$ cat src/rtl/mem_pipe_pkg.sv
// rtl/mem_pipe_pkg.sv - shared request and controller types for mem_pipe
package mem_pipe_pkg;

  typedef enum logic [1:0] {
    Op_INVALID = 2'd0,
    Op_READ    = 2'd1,
    Op_WRITE   = 2'd2
  } Op;

  typedef enum logic {
    CLEAR = 1'b0,
    READY = 1'b1
  } MemState;

  localparam int BYTE_W = 8;

endpackage

$ cat src/rtl/mem_rsp_pipe.sv
// rtl/mem_rsp_pipe.sv - read response delay line with error flag and data zeroing
module mem_rsp_pipe #(
  parameter int DATA_WIDTH   = 8,
  parameter int READ_LATENCY = 1
) (
  input  logic                  clk,
  input  logic                  rst,
  input  logic                  in_vld,
  input  logic                  in_err,
  input  logic [DATA_WIDTH-1:0] in_data,
  output logic                  rsp_vld,
  output logic                  rsp_err,
  output logic [DATA_WIDTH-1:0] rsp_data
);

  logic                  vld_q  [READ_LATENCY];
  logic                  err_q  [READ_LATENCY];
  logic [DATA_WIDTH-1:0] data_q [READ_LATENCY];

  logic                  src_vld  [READ_LATENCY];
  logic                  src_err  [READ_LATENCY];
  logic [DATA_WIDTH-1:0] src_data [READ_LATENCY];

  // Stage feeds: stage 0 takes the fresh read (data forced to 0 on error), later stages their predecessor
  always_comb begin
    src_vld[0]  = in_vld;
    src_err[0]  = in_err;
    src_data[0] = in_err ? '0 : in_data;
    for (int i = 1; i < READ_LATENCY; i++) begin
      src_vld[i]  = vld_q[i-1];
      src_err[i]  = err_q[i-1];
      src_data[i] = data_q[i-1];
    end
  end

  // Shift valid every cycle; payload only moves with a valid so the last stage holds between responses
  always_ff @(posedge clk) begin
    if (rst) begin
      for (int i = 0; i < READ_LATENCY; i++) begin
        vld_q[i]  <= 1'b0;
        err_q[i]  <= 1'b0;
        data_q[i] <= '0;
      end
    end else begin
      for (int i = 0; i < READ_LATENCY; i++) begin
        vld_q[i] <= src_vld[i];
        if (src_vld[i]) begin
          err_q[i]  <= src_err[i];
          data_q[i] <= src_data[i];
        end
      end
    end
  end

  assign rsp_vld  = vld_q[READ_LATENCY-1];
  assign rsp_err  = err_q[READ_LATENCY-1];
  assign rsp_data = data_q[READ_LATENCY-1];

endmodule

$ cat src/rtl/mem_pipe.sv
// rtl/mem_pipe.sv - self-clearing byte-writable memory with pipelined reads
module mem_pipe
  import mem_pipe_pkg::*;
#(
  parameter int DATA_WIDTH   = 8,
  parameter int DEPTH        = 64,
  parameter int ADDR_WIDTH   = 6,
  parameter int READ_LATENCY = 1
) (
  input  logic                    clk,
  input  logic                    rst,
  input  Op                       req_op,
  input  logic [ADDR_WIDTH-1:0]   req_addr,
  input  logic [DATA_WIDTH-1:0]   req_data,
  input  logic [DATA_WIDTH/8-1:0] req_be,
  output logic                    req_rdy,
  output logic                    rsp_vld,
  output logic [DATA_WIDTH-1:0]   rsp_data,
  output logic                    rsp_err
);

  localparam int NB = DATA_WIDTH / BYTE_W;
  localparam logic [ADDR_WIDTH-1:0] LAST = ADDR_WIDTH'(DEPTH - 1);

  MemState state_q, state_d;
  logic [ADDR_WIDTH-1:0] clr_ptr;
  logic [DATA_WIDTH-1:0] mem [DEPTH];
  logic accept, in_range, rd_acc, wr_acc;

  assign in_range = 32'(req_addr) < 32'(DEPTH);
  assign accept   = req_rdy && !rst && (req_op != Op_INVALID);
  assign rd_acc   = accept && (req_op == Op_READ);
  assign wr_acc   = accept && (req_op == Op_WRITE) && in_range;

  // Controller state and clear pointer; any reset restarts the sweep at word 0
  always_ff @(posedge clk) begin
    if (rst) begin
      state_q <= CLEAR;
      clr_ptr <= '0;
    end else begin
      state_q <= state_d;
      if (state_q == CLEAR) begin
        clr_ptr <= (clr_ptr == LAST) ? '0 : clr_ptr + 1'b1;
      end
    end
  end

  // Leave CLEAR once the last word is being zeroed; accept requests only in READY
  always_comb begin
    state_d = state_q;
    req_rdy = 1'b0;
    case (state_q)
      CLEAR: if (clr_ptr == LAST) state_d = READY;
      READY: req_rdy = 1'b1;
    endcase
  end

  // Storage: one word zeroed per cycle while clearing, byte-masked writes once ready
  always_ff @(posedge clk) begin
    if (!rst) begin
      if (state_q == CLEAR) begin
        mem[clr_ptr] <= '0;
      end else if (wr_acc) begin
        for (int b = 0; b < NB; b++) begin
          if (req_be[b]) mem[req_addr][b*BYTE_W +: BYTE_W] <= req_data[b*BYTE_W +: BYTE_W];
        end
      end
    end
  end

  mem_rsp_pipe #(
    .DATA_WIDTH  (DATA_WIDTH),
    .READ_LATENCY(READ_LATENCY)
  ) u_rsp_pipe (
    .clk     (clk),
    .rst     (rst),
    .in_vld  (rd_acc),
    .in_err  (!in_range),
    .in_data (mem[req_addr]),
    .rsp_vld (rsp_vld),
    .rsp_err (rsp_err),
    .rsp_data(rsp_data)
  );

endmodule

$ cat config.mk
export PLATFORM = sky130hd
export DESIGN_NAME = mem_pipe
export DESIGN_NICKNAME = d
export VERILOG_FILES = /design/src/rtl/mem_pipe_pkg.sv /design/src/rtl/mem_rsp_pipe.sv /design/src/rtl/mem_pipe.sv
export SDC_FILE = /design/constraint.sdc
export NUM_CORES = 1
export LEC_CHECK = 0
export ABC_AREA = 1
export CORE_MARGIN = 2
export CORE_UTILIZATION = 30
export DETAILED_ROUTE_END_ITERATION = 10
export GPL_TIMING_DRIVEN = 0
export MAX_ROUTING_LAYER = met4
export SYNTH_ARGS = -nofsm -noshare
export SYNTH_HDL_FRONTEND = slang
export SYNTH_SLANG_ARGS = --single-unit
$ cat constraint.sdc
create_clock -name clk -period 11.7 [get_ports clk]
set_input_delay 3.51 -clock clk [delete_from_list [all_inputs] [get_ports clk]]
set_output_delay 3.51 -clock clk [all_outputs]
set_load 0.005 [all_outputs]
# Word level (Yosys, flattened, before mapping)
# Memories as Yosys holds them, arrays and structs flattened.
# Index checks and enable logic that the tools add are counted.
# Widths: inputs -> output; s select.
dict set report totals {
  register_bits 7
  mem_bits_rw 521
  inputBits 19
  out_inout_bits 11
  word_cells 43
  mem_count 3
}
dict set report op_classes {
  add_sub_neg 1
  n_eq_ne 3
  muxes 25
  n_reduce_logical 9
}
# name words word_bits rd rd_ports_with_merged_regs write_ports line_no
set mem_list {}
lappend mem_list {mem 64 8 1 0 1 mem_pipe.sv:27} ;# logic [DATA_WIDTH-1:0] mem [DEPTH];
lappend mem_list {u_rsp_pipe.data_q 1 8 1 0 1 mem_rsp_pipe.sv:18} ;# logic [DATA_WIDTH-1:0] data_q [READ_LATENCY];
lappend mem_list {u_rsp_pipe.vld_q 1 1 1 0 1 mem_rsp_pipe.sv:16} ;# logic vld_q [READ_LATENCY];
# cell n
set ops {}
lappend ops {{$mux 1} 21}
lappend ops {{$mux 8} 2}
lappend ops {{$reduce_or 8->1} 2}
lappend ops {{$mux 6} 2}
lappend ops {{$add 6x1->6 const B} 1}
lappend ops {{$eq 6x6->1 const B} 1}
lappend ops {{$logic_and 1x1->1} 4}
lappend ops {{$eq 2x1->1 const B} 1}
lappend ops {{$eq 2x2->1 const B} 1}
lappend ops {{$reduce_bool 2->1} 1}
lappend ops {{$logic_not 1->1} 1}
lappend ops {{$reduce_or 1->1} 1}

# Longest topological paths before layout
dict set report logic_depth {
  ltp_word 10
  mapped_depth 12
}

# Hierarchy
# Synthesis repeated with hierarchy kept, for this count alone.
dict set report unflattened {
  hier_cells 1912
  hier_area_um2 21719.6
}
# mod n_inst cells_each area_per_inst_um2 seq_area_each_um2
set by_module_without_submodules {}
lappend by_module_without_submodules {mem_pipe 1 1879 21323.0 15514.9}
lappend by_module_without_submodules {mem_rsp_pipe 1 33 396.6 290.3}

# Worst setup path before layout
# OpenSTA, ideal clock, no wires.
dict set report synth_path {
  kind {in2reg}
  from {in req_op[0]}
  to {mem mem[0][0] (data pin)}
  arrival_time_ps 5700
  required_ps 11201
  setup_slack_ps 5501
  cell_stages 6
  path_cell_list {inv_1 -> nand3_1 -> nor2_8 -> buf_6 -> inv_1 -> nor2_1}
}
dict set report synth_via {
  elab_chain_cells 9
  elab_cells_between_ends 10
  cone_classes {eq/ne: 1; mux: 5; reduce/logical: 4}
}
# element line_no
set synth_rtl {}
lappend synth_rtl {{start, declared} mem_pipe.sv:12} ;# input Op req_op,
lappend synth_rtl {{$reduce_bool 2->1} mem_pipe.sv:31} ;# assign accept = req_rdy && !rst && (req_op != Op_INVALID);
lappend synth_rtl {{$logic_and 1x1->1} mem_pipe.sv:31}
lappend synth_rtl {{$logic_and 1x1->1 (*)} mem_pipe.sv:33} ;# assign wr_acc = accept && (req_op == Op_WRITE) && in_range;
lappend synth_rtl {{$mux 1 (*)} mem_pipe.sv:63} ;# end else if (wr_acc) begin
lappend synth_rtl {{$mux 1 (*)} mem_pipe.sv:61} ;# if (state_q == CLEAR) begin
lappend synth_rtl {{$mux 1 (*)} mem_pipe.sv:60} ;# if (!rst) begin
lappend synth_rtl {{$mux 1 (not written as such) (*)} mem_pipe.sv:65} ;# if (req_be[b]) mem[req_addr][b*BYTE_W +: BYTE_W] <= req_data[b*BYTE_W +: BYTE_W];
lappend synth_rtl {{$reduce_or 8->1 (no source line) (*)} --}
lappend synth_rtl {{$mux 8 (no source line) (*)} --}
lappend synth_rtl {{end, declared} mem_pipe.sv:27}
# Every way passes the cells marked *; elsewhere a longest branch is shown, timed or not.

# Final worst setup path
dict set report layout_path {
  from {in req_addr[1]}
  to {mem mem[51][6] (enable)}
}
dict set report layout_via {
  elab_chain_cells 1
}
# element line_no
set layout_rtl {}
lappend layout_rtl {{start, declared} mem_pipe.sv:13} ;# input logic [ADDR_WIDTH-1:0] req_addr,
lappend layout_rtl {{$mux 6 (no source line)} --}
# No other way between the ends.

==> impl_results.md <==
- DP Wirelength: 46500 um
- Total die area: 0.0743 mm2
- Relative max-transition margin: 0.217
- Metal2 WL: 29800 um
- Vias per inst: 5.07
- Non-Filler Instances: 2970
- CTS tree: done
- Final Instance Area: 0.0251 mm2
- Gpl congestion: 0.952
- Area Overhead vs Synth: 15.9%
- Root Buffer: clkbuf_16
- RSZ-0062 raised after global routing: false
- Uppermost layer routed: met4
- Commonest cells after routing, fill and taps aside: nand2_1, edfxtp_1, nand3_1
- I/O pin count: 30
- Initial DRC count: 1908
- Post-Synthesis Cell Area: 0.0216 mm2
- Ratio of cells with drive above 1 in the final layout: 0.0669
- Yosys warnings: 0
- Critical path capture point type: flop
- Max-cap violations: 0
- Final slew viol count: 0
- Req. time, crit path: 11.90 ns
- Final setup vio count: 0
- Highest clock rate: 156 MHz
- Worst Setup Start Kind: primary input
- Initial Utilization: 0.303
- Clock transition at path regs: 0.06 ns
- Critical-path top delay cell: nor2_1
- Largest net degree at the start of global routing: 42
- Leakage: 9.31 nW
- Worst slew pin tran: 1.17 ns
- Post-cts resize count: 0
- Tmin final: 6.40 ns
- Global-route wire length before repair: 94900 um
- Core box area: 0.0715 mm2
- Most common cell after layout, fill and taps aside: nand2_1
- WL final: 65600 um
- # rows: 98
- Peak supply drop: 0.106 mV
- Register area share after synthesis: 0.729
- CTS Sinks: 528
- Antenna violations before repair: 1
- NumNets Final: 1996
- H-tree depth: 2
- Synthesized instance count: 1886
- Met3 wire len: 5900 um
- Max stage delay on crit path: 1.07 ns
- Worst-path maximum fanout: 10
- Post-Syn Area per Cell: 11.5 um2
- Clk_skew: 0.0200 ns
- Grt ovf: 0
- Tcrit/Tclk final: 0.547
- DRT met1 WL: 27600 um
- Die height: 273 um
- Detailed-router iteration count before antenna repair: 6
- Vias post-DR: 15055
- Wire length per cell: 22.1 um
- Worst hold slack: 0.486 ns
- DIE WIDTH: 273 um
- IO buf count: 24
- Dpl cells: 2870
- Mapped Nets: 1906
- Crit path cell chain: clkdlybuf4s50_1, inv_1, clkbuf_1, nand2_1, o21ai_2, inv_2, nand4_2, nor2_1
- Post-synthesis cell type count: 27
- CTS max path bufs: 3
- Final Hold Fails: 0
- Vias in the first global route: 14138
- Setup_tns: 0 ns
- Final ANT Viol Nets: 0
- Placed cell area: 0.0233 mm2
- Post-CTS setup buffers: 0
- CTS Buf Count: 54
- Worst hold path type: flop to flop
- Crit Path Class: primary input to flop
- P per Cell Area: 158 mW/mm2
- Flops & latches, synth: 528
- All-Layer GR Usage: 0.181
- Hold_buf cts: 0
- Worst EP arrival: 6.61 ns
- Clock Latency Late Sink: 0.61 ns
- Status: finished clean
- Detailed-route DRC error count: 0
## stage by stage
stage	util	total power, mW	setup slack, ns
2_1_floorplan	-	2.21	5.50
3_3_place_gp	0.323	2.29	2.09
4_1_cts	0.351	3.98	5.38
5_1_grt	0.351	4.07	5.26
6_report	0.351	3.97	5.30
3_5_place_dp	0.326	2.29	4.77
## state kept, by name, summed over array words and instances (netlist names)
name and flops:
mem 512, u_rsp_pipe.data_q 8, clr_ptr 6, state_q 1
u_rsp_pipe.vld_q 1
## critical path, delay by kind of cell
| kind | cells | cell delay (ns) |
|---|---|---|
| AND/OR/NAND/NOR | 3 | 1.70 |
| buffers and inverters | 4 | 1.23 |
| AO/OA/AOI/OAI | 1 | 0.13 |
## cells in the mapped netlist, drive strengths merged
| cell type | number | area, um2 |
|---|---|---|
| nand3 | 434 | 2170 |
| nand2 | 661 | 2490 |
| clkbuf | 65 | 244 |
| nor3b | 1 | 7.51 |
| nor2 | 78 | 309 |
| o32ai | 1 | 8.76 |
| edfxtp | 520 | 15600 |
| nor3 | 5 | 25.0 |
| clkinv | 2 | 7.51 |
| xor2 | 1 | 8.76 |
| conb | 1 | 3.75 |
| a21oi | 14 | 73.8 |
| buf | 47 | 216 |
| ha | 1 | 12.5 |
| inv | 30 | 113 |
| a211oi | 1 | 7.51 |
| o21ai | 8 | 62.6 |
| nand4 | 8 | 100 |
| dfxtp | 8 | 160 |
## per-layer routing
layer	vias to the layer above	global-route usage
li1	6785	-
met1	7420	0.241
met2	728	0.277
met3	122	0.0330
met4	0	0.0667
met5	-	-
## power by group
| group | leakage [nW] | internal, mW | switching, mW |
|---|---|---|---|
| clock | 0.841 | 1.01 | 0.706 |
| sequential | 5.86 | 2.05 | 0.00209 |
| combinational | 2.61 | 0.0502 | 0.152 |
## cell families after synthesis
group,after synthesis,synth area share
other,1,0.000173
flip-flops,528,0.729
AND/OR/NAND/NOR,1187,0.236
adder cells (fa/ha/maj),1,0.000578
XOR/XNOR,1,0.000405
buffers and inverters,144,0.0268
AO/OA/AOI/OAI,24,0.00706
## worst paths after layout
check,startpoint,end,slack [ns],depth (start not counted)
setup / recovery,req_addr[1],mem[51][6],5.30,8
hold / removal,clr_ptr[3],clr_ptr[4],0.49,2
setup reg to reg,state_q,mem[51][6],8.40,9
hold reg to reg,clr_ptr[3],clr_ptr[4],0.49,2
## area by class of cell
type	count	area, um2
inverters	32	120
clock inverters	31	318
repair buffers	34	455
fillers	6941	46400
plain buffers	112	460
clock buffers	68	1430
multi-input cells	1214	5340
diodes	1	2.50
well taps	950	1190
flip-flops and latches	528	15800
Power figures use the tool's default switching activity.
